===== src/rtl/tank_timer_pkg.sv =====
// Shared definitions for the tank timer family: state encoding, default sizing
// and the prescaler width helper.
package tank_timer_pkg;

    typedef enum logic {
        ST_READY    = 1'b0,
        ST_COOLDOWN = 1'b1
    } timer_state_e;

    localparam int                   DEF_WIDTH    = 5;
    localparam int                   DEF_PRESCALE = 4;
    localparam logic [DEF_WIDTH-1:0] DEF_RELOAD   = 5'd20;

    // A divide-by-1 prescaler still needs one bit to hold its (constant) zero.
    function automatic int prescale_width(input int prescale);
        return (prescale > 1) ? $clog2(prescale) : 1;
    endfunction

endpackage


===== src/rtl/tick_prescaler.sv =====
// Divides enabled clocks by PRESCALE; tick is high on the enabled clock that
// completes each group of PRESCALE clocks.
module tick_prescaler
    import tank_timer_pkg::*;
#(
    parameter int PRESCALE = DEF_PRESCALE
) (
    input  logic clock,
    input  logic reset,
    input  logic enable,
    input  logic clear,
    output logic tick
);

    localparam int              PW   = prescale_width(PRESCALE);
    localparam logic [PW-1:0]   LAST = PW'(PRESCALE - 1);

    logic [PW-1:0] prescaler;

    assign tick = enable && (prescaler == LAST);

    // clear wins over enable so a fresh cooldown always starts a full period.
    always_ff @(posedge clock or negedge reset) begin
        if (!reset) begin
            prescaler <= '0;
        end else if (clear) begin
            prescaler <= '0;
        end else if (enable) begin
            if (tick) begin
                prescaler <= '0;
            end else begin
                prescaler <= prescaler + 1'b1;
            end
        end
    end

endmodule


===== src/rtl/fire_cooldown_timer.sv =====
// Gates tank fire requests: grants one fire, then blocks further fires for
// reload_reg prescaled ticks before re-arming.
module fire_cooldown_timer
    import tank_timer_pkg::*;
#(
    parameter int               WIDTH    = DEF_WIDTH,
    parameter int               PRESCALE = DEF_PRESCALE,
    parameter logic [WIDTH-1:0] RELOAD   = WIDTH'(DEF_RELOAD)
) (
    input  logic             clock,
    input  logic             reset,
    input  logic             enable,
    input  logic             fire_req,
    input  logic             load,
    input  logic [WIDTH-1:0] reload_value,
    output logic             fire_grant,
    output logic             ready,
    output logic             expired,
    output logic [WIDTH-1:0] count
);

    // Handshake: a fire is accepted on any clock edge where enable, ready and
    // fire_req are all 1; fire_grant is high for the cycle after that edge.
    // fire_req while ready is 0 is dropped, never queued.

    timer_state_e     state;
    timer_state_e     state_next;
    logic [WIDTH-1:0] count_next;
    logic [WIDTH-1:0] reload_reg;
    logic [WIDTH-1:0] reload_next;
    logic [WIDTH-1:0] cooldown_value;
    logic             grant_next;
    logic             expired_next;
    logic             tick;
    logic             prescale_clear;

    // Holding the prescaler clear in READY means the grant edge starts it at 0.
    assign prescale_clear = (state == ST_READY);
    assign cooldown_value = load ? reload_value : reload_reg;
    assign ready          = (state == ST_READY);

    tick_prescaler #(
        .PRESCALE (PRESCALE)
    ) u_prescaler (
        .clock  (clock),
        .reset  (reset),
        .enable (enable),
        .clear  (prescale_clear),
        .tick   (tick)
    );

    always_comb begin
        state_next   = state;
        count_next   = count;
        grant_next   = 1'b0;
        expired_next = 1'b0;
        reload_next  = load ? reload_value : reload_reg;

        if (enable) begin
            case (state)
                ST_READY: begin
                    if (fire_req) begin
                        grant_next = 1'b1;
                        // A zero-length cooldown grants but never leaves READY.
                        if (cooldown_value != '0) begin
                            count_next = cooldown_value;
                            state_next = ST_COOLDOWN;
                        end
                    end
                end
                ST_COOLDOWN: begin
                    if (count == '0) begin
                        state_next = ST_READY;
                    end else if (tick) begin
                        count_next = count - 1'b1;
                        if (count == WIDTH'(1)) begin
                            expired_next = 1'b1;
                            state_next   = ST_READY;
                        end
                    end
                end
                default: begin
                    state_next = ST_READY;
                end
            endcase
        end
    end

    always_ff @(posedge clock or negedge reset) begin
        if (!reset) begin
            state      <= ST_READY;
            count      <= '0;
            reload_reg <= RELOAD;
            fire_grant <= 1'b0;
            expired    <= 1'b0;
        end else begin
            state      <= state_next;
            count      <= count_next;
            reload_reg <= reload_next;
            fire_grant <= grant_next;
            expired    <= expired_next;
        end
    end

endmodule


===== config.mk =====
export PLATFORM = sky130hd
export DESIGN_NAME = fire_cooldown_timer
export DESIGN_NICKNAME = d
export VERILOG_FILES = /design/src/rtl/tank_timer_pkg.sv /design/src/rtl/tick_prescaler.sv /design/src/rtl/fire_cooldown_timer.sv
export SDC_FILE = /design/constraint.sdc
export NUM_CORES = 1
export LEC_CHECK = 0
export ABC_CLOCK_PERIOD_IN_PS = 4400
export CAP_MARGIN = 20
export CORE_ASPECT_RATIO = 0.7
export CORE_MARGIN = 5
export CORE_UTILIZATION = 29
export CTS_CLUSTER_DIAMETER = 30
export CTS_CLUSTER_SIZE = 12
export DETAILED_ROUTE_END_ITERATION = 10
export GPL_TIMING_DRIVEN = 0
export PLACE_DENSITY = 0.6
export SYNTH_ARGS = -nofsm -noshare
export SYNTH_HDL_FRONTEND = slang
export SYNTH_HIERARCHICAL = 1
export SYNTH_SLANG_ARGS = --single-unit

===== constraint.sdc =====
create_clock -name clock -period 4.4 [get_ports clock]
set_clock_uncertainty 0.15 [all_clocks]
set_input_delay 1.1 -clock clock [delete_from_list [all_inputs] [get_ports clock]]
set_output_delay 1.1 -clock clock [all_outputs]
set_load 0.02 [all_outputs]

==> results.toml <==
[run_status]
status = "complete, no violations"

[synthesis]
syn-num-nets = 79
async_flop_share_pct = 100.0
ys_seq_elements = 15
yosysWarnings = 6
yosys-top-cells-area = "dfrtp_1, mux2_2, dfstp_2, ha_1, o221a_1"
synth.most_common_cell = "dfrtp_1"
netlist_area_um2 = 768.2
netlist.area_leader.share_pct = 42.35
yosys-top-cells-count = "dfrtp_1, mux2_2, nor3_1"
synth_edf_count = 0
netlist_instances = 66
yosysUniqueCellTypes = 29
postSynthAreaPerCell_um2 = 11.64
yosysSeqAreaShare_pct = 49.19
ys.flop_type = "dfrtp_1"
yosysTopAreaCell = "dfrtp_1"

[routing]
vias = 583
firstDrtPassIters = 4
dr.first_iter.drc_count = 23
drc = 0
via_per_inst = 4.858
routed_wl_um = 1597
postRouteAntennaNets = 0
wire_per_inst_um = 13.31

[floorplan]
coreArea_mm2 = 0.002496
rows = 15
start_util_pct = 30.78
dieArea_mm2 = 0.003795
io_pins = 18
die_h_um = 53.06
fp.dieW_um = 71.52

[sta]
relSlewSlack_pct = 57.57
slew_viol_final = 0
worstMarginPinSlew_ps = 634.5
fmax_ghz = 0.3560
period_needed_ps = 2809
timing.hold.ws_ps = 376.3
rsz0062_at_grt = "false"
min_period_over_period_pct = 63.85
setup_viol = 0
finalHoldViolCount = 0
fin_tns_setup_ps = 0

[clocking]
cts_buffers = 3
cts_sinks = 15
htree_levels = 1
clk_latency_ps = 240
holdBufCountCts = 0
post-cts-setup-buffers = 0
post_cts_resized = 0
clockRootBuffer = "clkbuf_8"
clk_pin_slew_ps = 60
cts_tree = "built"
cts_buffer_depth = 2

[finish]
stdcell_area_mm2 = 0.001017
fill_cells = 239
diodes = 0
seqCellArea_um2 = 377.9
multi_input_area_um2 = 374.1
fin_nets = 100
drive_gt1_share_pct = 20.93
final_cells = 120
syn_to_final_growth_pct = 32.41

[grt]
grt_overflow_total = 0
grt_first_pass_wirelength_um = 2808
grt_max_degree = 16
track_usage_pct = 9.663
antenna_found_initial = 0
grt_pass1_vias = 583

[place]
hpwlAfterDp_um = 1279
placed_cells = 116
gp_congestion = 0.7980
dpl_cell_area_um2 = 970.9
port_buffers = 16

[power_and_ir_drop]
p_per_area_mw_per_mm2 = 507.7
p_leak_nw = 0.4423
fin_total_pwr_w = 0.0005164
max-vdd-ir-drop_v = 0.00009334

[worst_setup_path]
endpoint_kind = "output port"
cp_max_fo = 7
startpoint_type = "register"
crit_required_ps = 3150
cp.arrival_ps = 1560
rrSetupSlack_ps = 2230
critical_path_class = "reg2out"

[job]
cap_violations = 0

[min_path]
hp-class = "reg2reg"
## cell type report
cell class / count / share of cell area, %
tap: 34 / 4.182
multi-input combinational: 47 / 36.78
sequential: 15 / 37.15
inverter: 3 / 1.107
timing repair buffer: 16 / 15.74
buffer: 1 / 0.4920
clock inverter: 1 / 0.4920
clock buffer: 3 / 4.059
## metrics by stage
stage          util, %  setup WS, ps
6_report         40.75          1591
5_1_grt          40.75          1521
4_1_cts          40.75          1572
3_5_place_dp     38.90          1519
3_3_place_gp     38.90          1575
2_1_floorplan        -          2019
## per-layer routing
metal  vias up  track usage (%)  wire length [µm]
met5         -                0                 0
met4         0            2.813                 0
met3         0            4.175               103
met2        14            15.55               781
met1       280            11.78               713
li1        289                -                 -
## logic make-up (layout without fill, tap and decap cells)
kind of cell             count (synthesis)  in the layout  share of synthesized area (%)
AND/OR/NAND/NOR                         22             22                          16.45
flip-flops                              15             15                          49.19
AO/OA/AOI/OAI                           14             14                          16.12
multiplexers                             8              8                          11.24
buffers and inverters                    4             24                          2.117
adder cells (fa/ha/maj)                  3              3                          4.887
## placed cells by master, fill, tap and decap left out
cell	n
a211oi_1	1
a211oi_2	1
a21o_4	1
a21oi_1	1
a21oi_2	1
a31oi_1	2
and2_1	1
and3_1	2
and3_2	1
buf_2	1
clkbuf_8	3
clkdlybuf4s50_1	16
clkinv_2	1
dfrtp_1	13
dfstp_2	2
ha_1	3
inv_1	3
mux2_2	5
mux2i_1	3
nand2_1	4
nand2b_1	1
nor2_1	3
nor3_1	5
nor3b_1	1
nor4_1	1
nor4b_1	1
o2111a_2	1
o21ai_0	2
o221a_1	3
o22ai_1	1
or3b_1	1
or3b_4	1
## worst max-delay path, cell delays in order (launching register included)
cell and delay (ps):
dfrtp_1 440, inv_1 220, clkdlybuf4s50_1 650
## where the power goes
part / internal (W) / switching, W / total [W]
Combinational: 0.0000993 / 0.000102 / 0.000201
Sequential: 0.000171 / 0.0000354 / 0.000206
Clock: 0.0000626 / 0.0000463 / 0.000109
Total: 0.000333 / 0.000184 / 0.000516
## path summary, 6_finish.rpt
| check | depth (start not counted) | start | endpoint |
|---|---|---|---|
| max in group asynchronous | 1 | reset | reload_reg[0]$_DFF_PN0_ |
| max | 2 | state$_DFFE_PN0P_ | ready |
| min | 1 | reload_reg[0]$_DFF_PN0_ | reload_reg[0]$_DFF_PN0_ |
| max reg2reg | 6 | count[0]$_DFFE_PN0P_ | count[2]$_DFFE_PN0P_ |
| min reg2reg | 1 | reload_reg[0]$_DFF_PN0_ | reload_reg[0]$_DFF_PN0_ |
| min in group asynchronous | 1 | reset | fire_grant$_DFF_PN0_ |
No activity file was read; power rests on OpenSTA's default activity.
==> edit 1 (same flow settings) <==
Make the reset (`reset`) synchronous in 2 clocked blocks.
--- a/src/rtl/tick_prescaler.sv
+++ b/src/rtl/tick_prescaler.sv
@@ -22,3 +22,3 @@
     // clear wins over enable so a fresh cooldown always starts a full period.
-    always_ff @(posedge clock or negedge reset) begin
+    always_ff @(posedge clock) begin
         if (!reset) begin
--- a/src/rtl/fire_cooldown_timer.sv
+++ b/src/rtl/fire_cooldown_timer.sv
@@ -88,3 +88,3 @@
 
-    always_ff @(posedge clock or negedge reset) begin
+    always_ff @(posedge clock) begin
         if (!reset) begin
Behaviour: differs if reset is asserted again (counterexample within 4 cycles, from zero or initial values and one cycle with reset low); with reset held inactive, the same outputs for 10 cycles.
==> edit 1 against the original RTL <==
- design area rose by 5.3%
- core utilization fell by 2.0 points
- synthesized area rose by 6.8%
- sequential cell count did not move
- non-clock buffer count rose by 2
- setup slack got worse by 290 ps
- wire length rose by 25%
- highest routed layer is now met4
- hold slack got worse by 19 ps
Power is not compared: it rests on default switching activity, and its combinational part moved more than twofold at a synthesized area within 25%.
==> edit 1: results (changes against the original RTL) <==
metric;value;unit;change
result of the run;complete, no violations;;
largest net degree at the start of global routing;11;;-5
fraction of registers with async set or reset after synthesis;0;%;-100 points
endpoint arrival time on the critical path;1850;ps;+290 ps
cell types with the largest area share after synthesis;sky130_fd_sc_hd__dfxtp_1, sky130_fd_sc_hd__mux2i_1, sky130_fd_sc_hd__ha_1;;
fraction of the mapped netlist area in adder cells;4.57;%;-0.31 points
hold wc startpoint;u_prescaler/prescaler[0];;
slowest stage delay, CP;590;ps;-60 ps
total routed wirelength;1990;um;+25%
met2 GRT Util;17.2;%;+1.7 points
final net count;122;;+22%
detailed-route via count;746;;+28%
reg-to-reg startpoint;count[0];;
register area share after synthesis;36.6;%;-13 points
buffer levels on the longest clock path;2;;unchanged
RD Place Congestion;0.858;;+7.5%
GR Util met1;15.7;%;+3.9 points
wire length of the first global-routing pass;3440;um;+22%
proportion of synthesized area in mux cells;10.2;%;-1.0 points
global-route usage over all layers;11.7;%;+2.1 points
final hold slack;357;ps;-19.3 ps
R2R Setup Slk;2590;ps;+360 ps
Synth Net Count;101;;+28%
top cells by count, synth;sky130_fd_sc_hd__dfxtp_1, sky130_fd_sc_hd__nand2_1, sky130_fd_sc_hd__nor2_1;;
via count of the first global-routing pass;720;;+23%
worst hold path class;reg -> reg;;
end of the worst register-to-register path;count[0];;
GRT met3 Usage;4.77;%;+0.60 points
number of stages on the worst hold path;2;;+1
maximum fanout along the worst path;10;;+3
Iter 0 DRT Violations;43;;+87%
post-DP HPWL;1520;um;+19%
## edit 1: cell types whose count changed after synthesis, moves of 3 or more
cell and change:
sky130_fd_sc_hd__o211ai_1 +3, sky130_fd_sc_hd__nor2_1 +3, sky130_fd_sc_hd__nand2_1 +3, sky130_fd_sc_hd__dfrtp_1 -13, sky130_fd_sc_hd__o221a_1 -3, sky130_fd_sc_hd__dfxtp_1 +15
## edit 1: cell type report
class                   instances  area, sq um
well taps                      36         45.0
plain buffers                   3         18.8
repair buffers                 16          160
clock buffers                   4         45.0
multi-input cells              65          483
fillers                       277         1690
flip-flops and latches         15          300
inverters                       5         18.8
## edit 1: cells by family (layout without fill, tap and decap cells)
logic type / after synthesis / in the layout
AOI/OAI and AO/OA: 20 / 20
adders and majority gates: 3 / 3
DFF: 15 / 15
and+or+nand+nor: 34 / 34
buffers and inverters: 8 / 28
muxes: 8 / 8
## edit 1: worst reg2reg max path, delay by kind of cell (launching register included)
family / cells / cell delay (ps)
compound gates: 2 / 570
buf+inv: 2 / 220
flops: 1 / 350
fa+ha+maj: 1 / 240
simple gates: 1 / 190
## edit 1: where the power goes
part           switching (W)  leakage, nW  internal, W
clock              0.0000518       0.0228    0.0000643
sequential        0.00000765        0.123     0.000143
combinational      0.0000327        0.277    0.0000308
## edit 1: stage by stage
step / setup WS, ps / instances / cell area, sq um
after floorplan: 1810 / 88 / 821
after global placement: 1380 / 140 / 1030
after detailed placement: 1370 / 140 / 1030
after CTS: 1300 / 144 / 1070
after global routing: 1200 / 144 / 1070
final: 1300 / 144 / 1070
## edit 1: routing by layer
| metal | part of all wire, % | routed length, um |
|---|---|---|
| met1 | 49 | 977 |
| met2 | 43 | 853 |
| met3 | 6.8 | 136 |
| met4 | 1.1 | 22 |
| met5 | 0 | 0 |
## edit 1: worst max-delay path by stage
stage | from | end | slack (ps) | cells past startpoint
floorplan | load | count[0] | 1810 | 5
global placement | reload_value[1] | count[0] | 1380 | 5
detailed placement | reload_value[1] | count[0] | 1370 | 5
CTS | state | ready | 1300 | 3
global route | state | ready | 1200 | 3
finish | state | ready | 1300 | 3
==> edit 2 (same flow settings) <==
Made on the original files. Set the package constant `DEF_PRESCALE` to 3 (it was 4).
--- a/src/rtl/tank_timer_pkg.sv
+++ b/src/rtl/tank_timer_pkg.sv
@@ -10,3 +10,3 @@
     localparam int                   DEF_WIDTH    = 5;
-    localparam int                   DEF_PRESCALE = 4;
+    localparam int                   DEF_PRESCALE = 3;
     localparam logic [DEF_WIDTH-1:0] DEF_RELOAD   = 5'd20;
Function: changed (a bounded check fails within 10 cycles, from zero or initial values and one cycle with reset low).
==> edit 2 against the original RTL <==
- hold slack gained 5.7 ps
- design area fell by 0.98%
- power grew 8.3%
- synthesized area fell by 1.1%
- core utilization fell by 0.095 points
- sequential cell count unchanged
- die area down 0.95%
- wire length increased by 7.3%
- setup slack improved by 27 ps
- register-to-register slack lost 20 ps
- sequential power increased by 5%
- sequential share of layout area is 0.37 points higher
- final cell count unchanged
==> edit 2: results (changes against the original RTL) <==
metric;value;unit;change
RD Place Congestion;0.824;;+3.3%
Iter 0 DRT Violations;22;;-4.3%
final hold slack;382;ps;+5.71 ps
P_comb;0.000234;W;+16%
count of clock buffers in the final design;4;;+1
post-DR vias/cell;5.07;;+4.3%
wire length of the first global-routing pass;2940;um;+4.7%
filler cell count in the final layout;254;;+6.3%
share of cell area taken by flip-flops and latches;37.5;%;+0.37 points
minimum setup slack after placement;1580;ps;+58.4 ps
endpoint arrival time on the critical path;1530;ps;-30 ps
Cell Int Power;0.000354;W;+6.5%
highest routed metal layer;met4;;
total die area;3760;sq um;-0.95%
average wire per cell in the routed design;14.3;um;+7.3%
GRT met3 Usage;4.98;%;+0.81 points
Met3 Wirelength;115;um;+12%
cell types with the largest area share after synthesis;sky130_fd_sc_hd__dfrtp_1, sky130_fd_sc_hd__mux2_2, sky130_fd_sc_hd__dfstp_2;;
gate count of the mapped netlist;66;;unchanged
Synth Net Count;78;;-1.3%
hold wc startpoint;reload_reg[3];;
Post-Place Cell Area;962;sq um;-0.90%
remaining global-route overflow;0;;unchanged
fraction of final layout cells with drive strength greater than 1;18.6;%;-2.3 points
global-route usage over all layers;10.6;%;+0.90 points
Synth cell types;29;;unchanged
worst ir drop on vdd;214;uV;+130%
maximum fanout along the worst path;7;;unchanged
met2 WL;761;um;-2.6%
sequential standard cell area;378;sq um;unchanged
final net count;99;;-1.0%
met2 GRT Util;15.4;%;-0.15 points
clock root buffer master;sky130_fd_sc_hd__clkbuf_8;;
switching share of power;36.7;%;+1.1 points
worst hold endpoint;reload_reg[3];;
NonClk Buf Share;16.4;%;+0.16 points
cell leakage power;0.430;nW;-2.9%
post-DP HPWL;1330;um;+4.3%
GR Util met1;12.9;%;+1.1 points
measured slew at the worst slew-check pin;686;ps;+51.4 ps
total routed wirelength;1710;um;+7.3%
result of the run;complete, no violations;;
R2R Setup Slk;2210;ps;-20 ps
met1 routed wirelength after detailed routing;793;um;+11%
proportion of cell area spent on the clock network;4.47;%;-0.079 points
register area share after synthesis;49.8;%;+0.57 points
via count of the first global-routing pass;632;;+8.4%
edit 2: logic make-up (layout without fill, tap and decap cells):
| logic type | count (synthesis) | in the layout | share of synthesized area (%) |
|---|---|---|---|
| and+or+nand+nor | 23 | 23 | 18.3 |
| AOI/OAI and AO/OA | 15 | 15 | 16.5 |
| DFF | 15 | 15 | 49.8 |
| muxes | 7 | 7 | 10.0 |
| buffers and inverters | 4 | 24 | 2.14 |
| adders and majority gates | 2 | 2 | 3.29 |
edit 2: worst max path at each step:
stage               depth (start not counted)        to  slack (ps)       startpoint
finish                                      2     ready        1620            state
detailed placement                          5  count[4]        1580  reload_value[2]
CTS                                         2     ready        1600            state
floorplan                                   5  count[2]        2020             load
global placement                            5  count[4]        1590  reload_value[2]
global route                                2     ready        1510            state
edit 2: critical path: cells and delay by family, from the launching register on:
kind | cells | cell delay [ps]
buffers and inverters | 2 | 860
DFF | 1 | 430
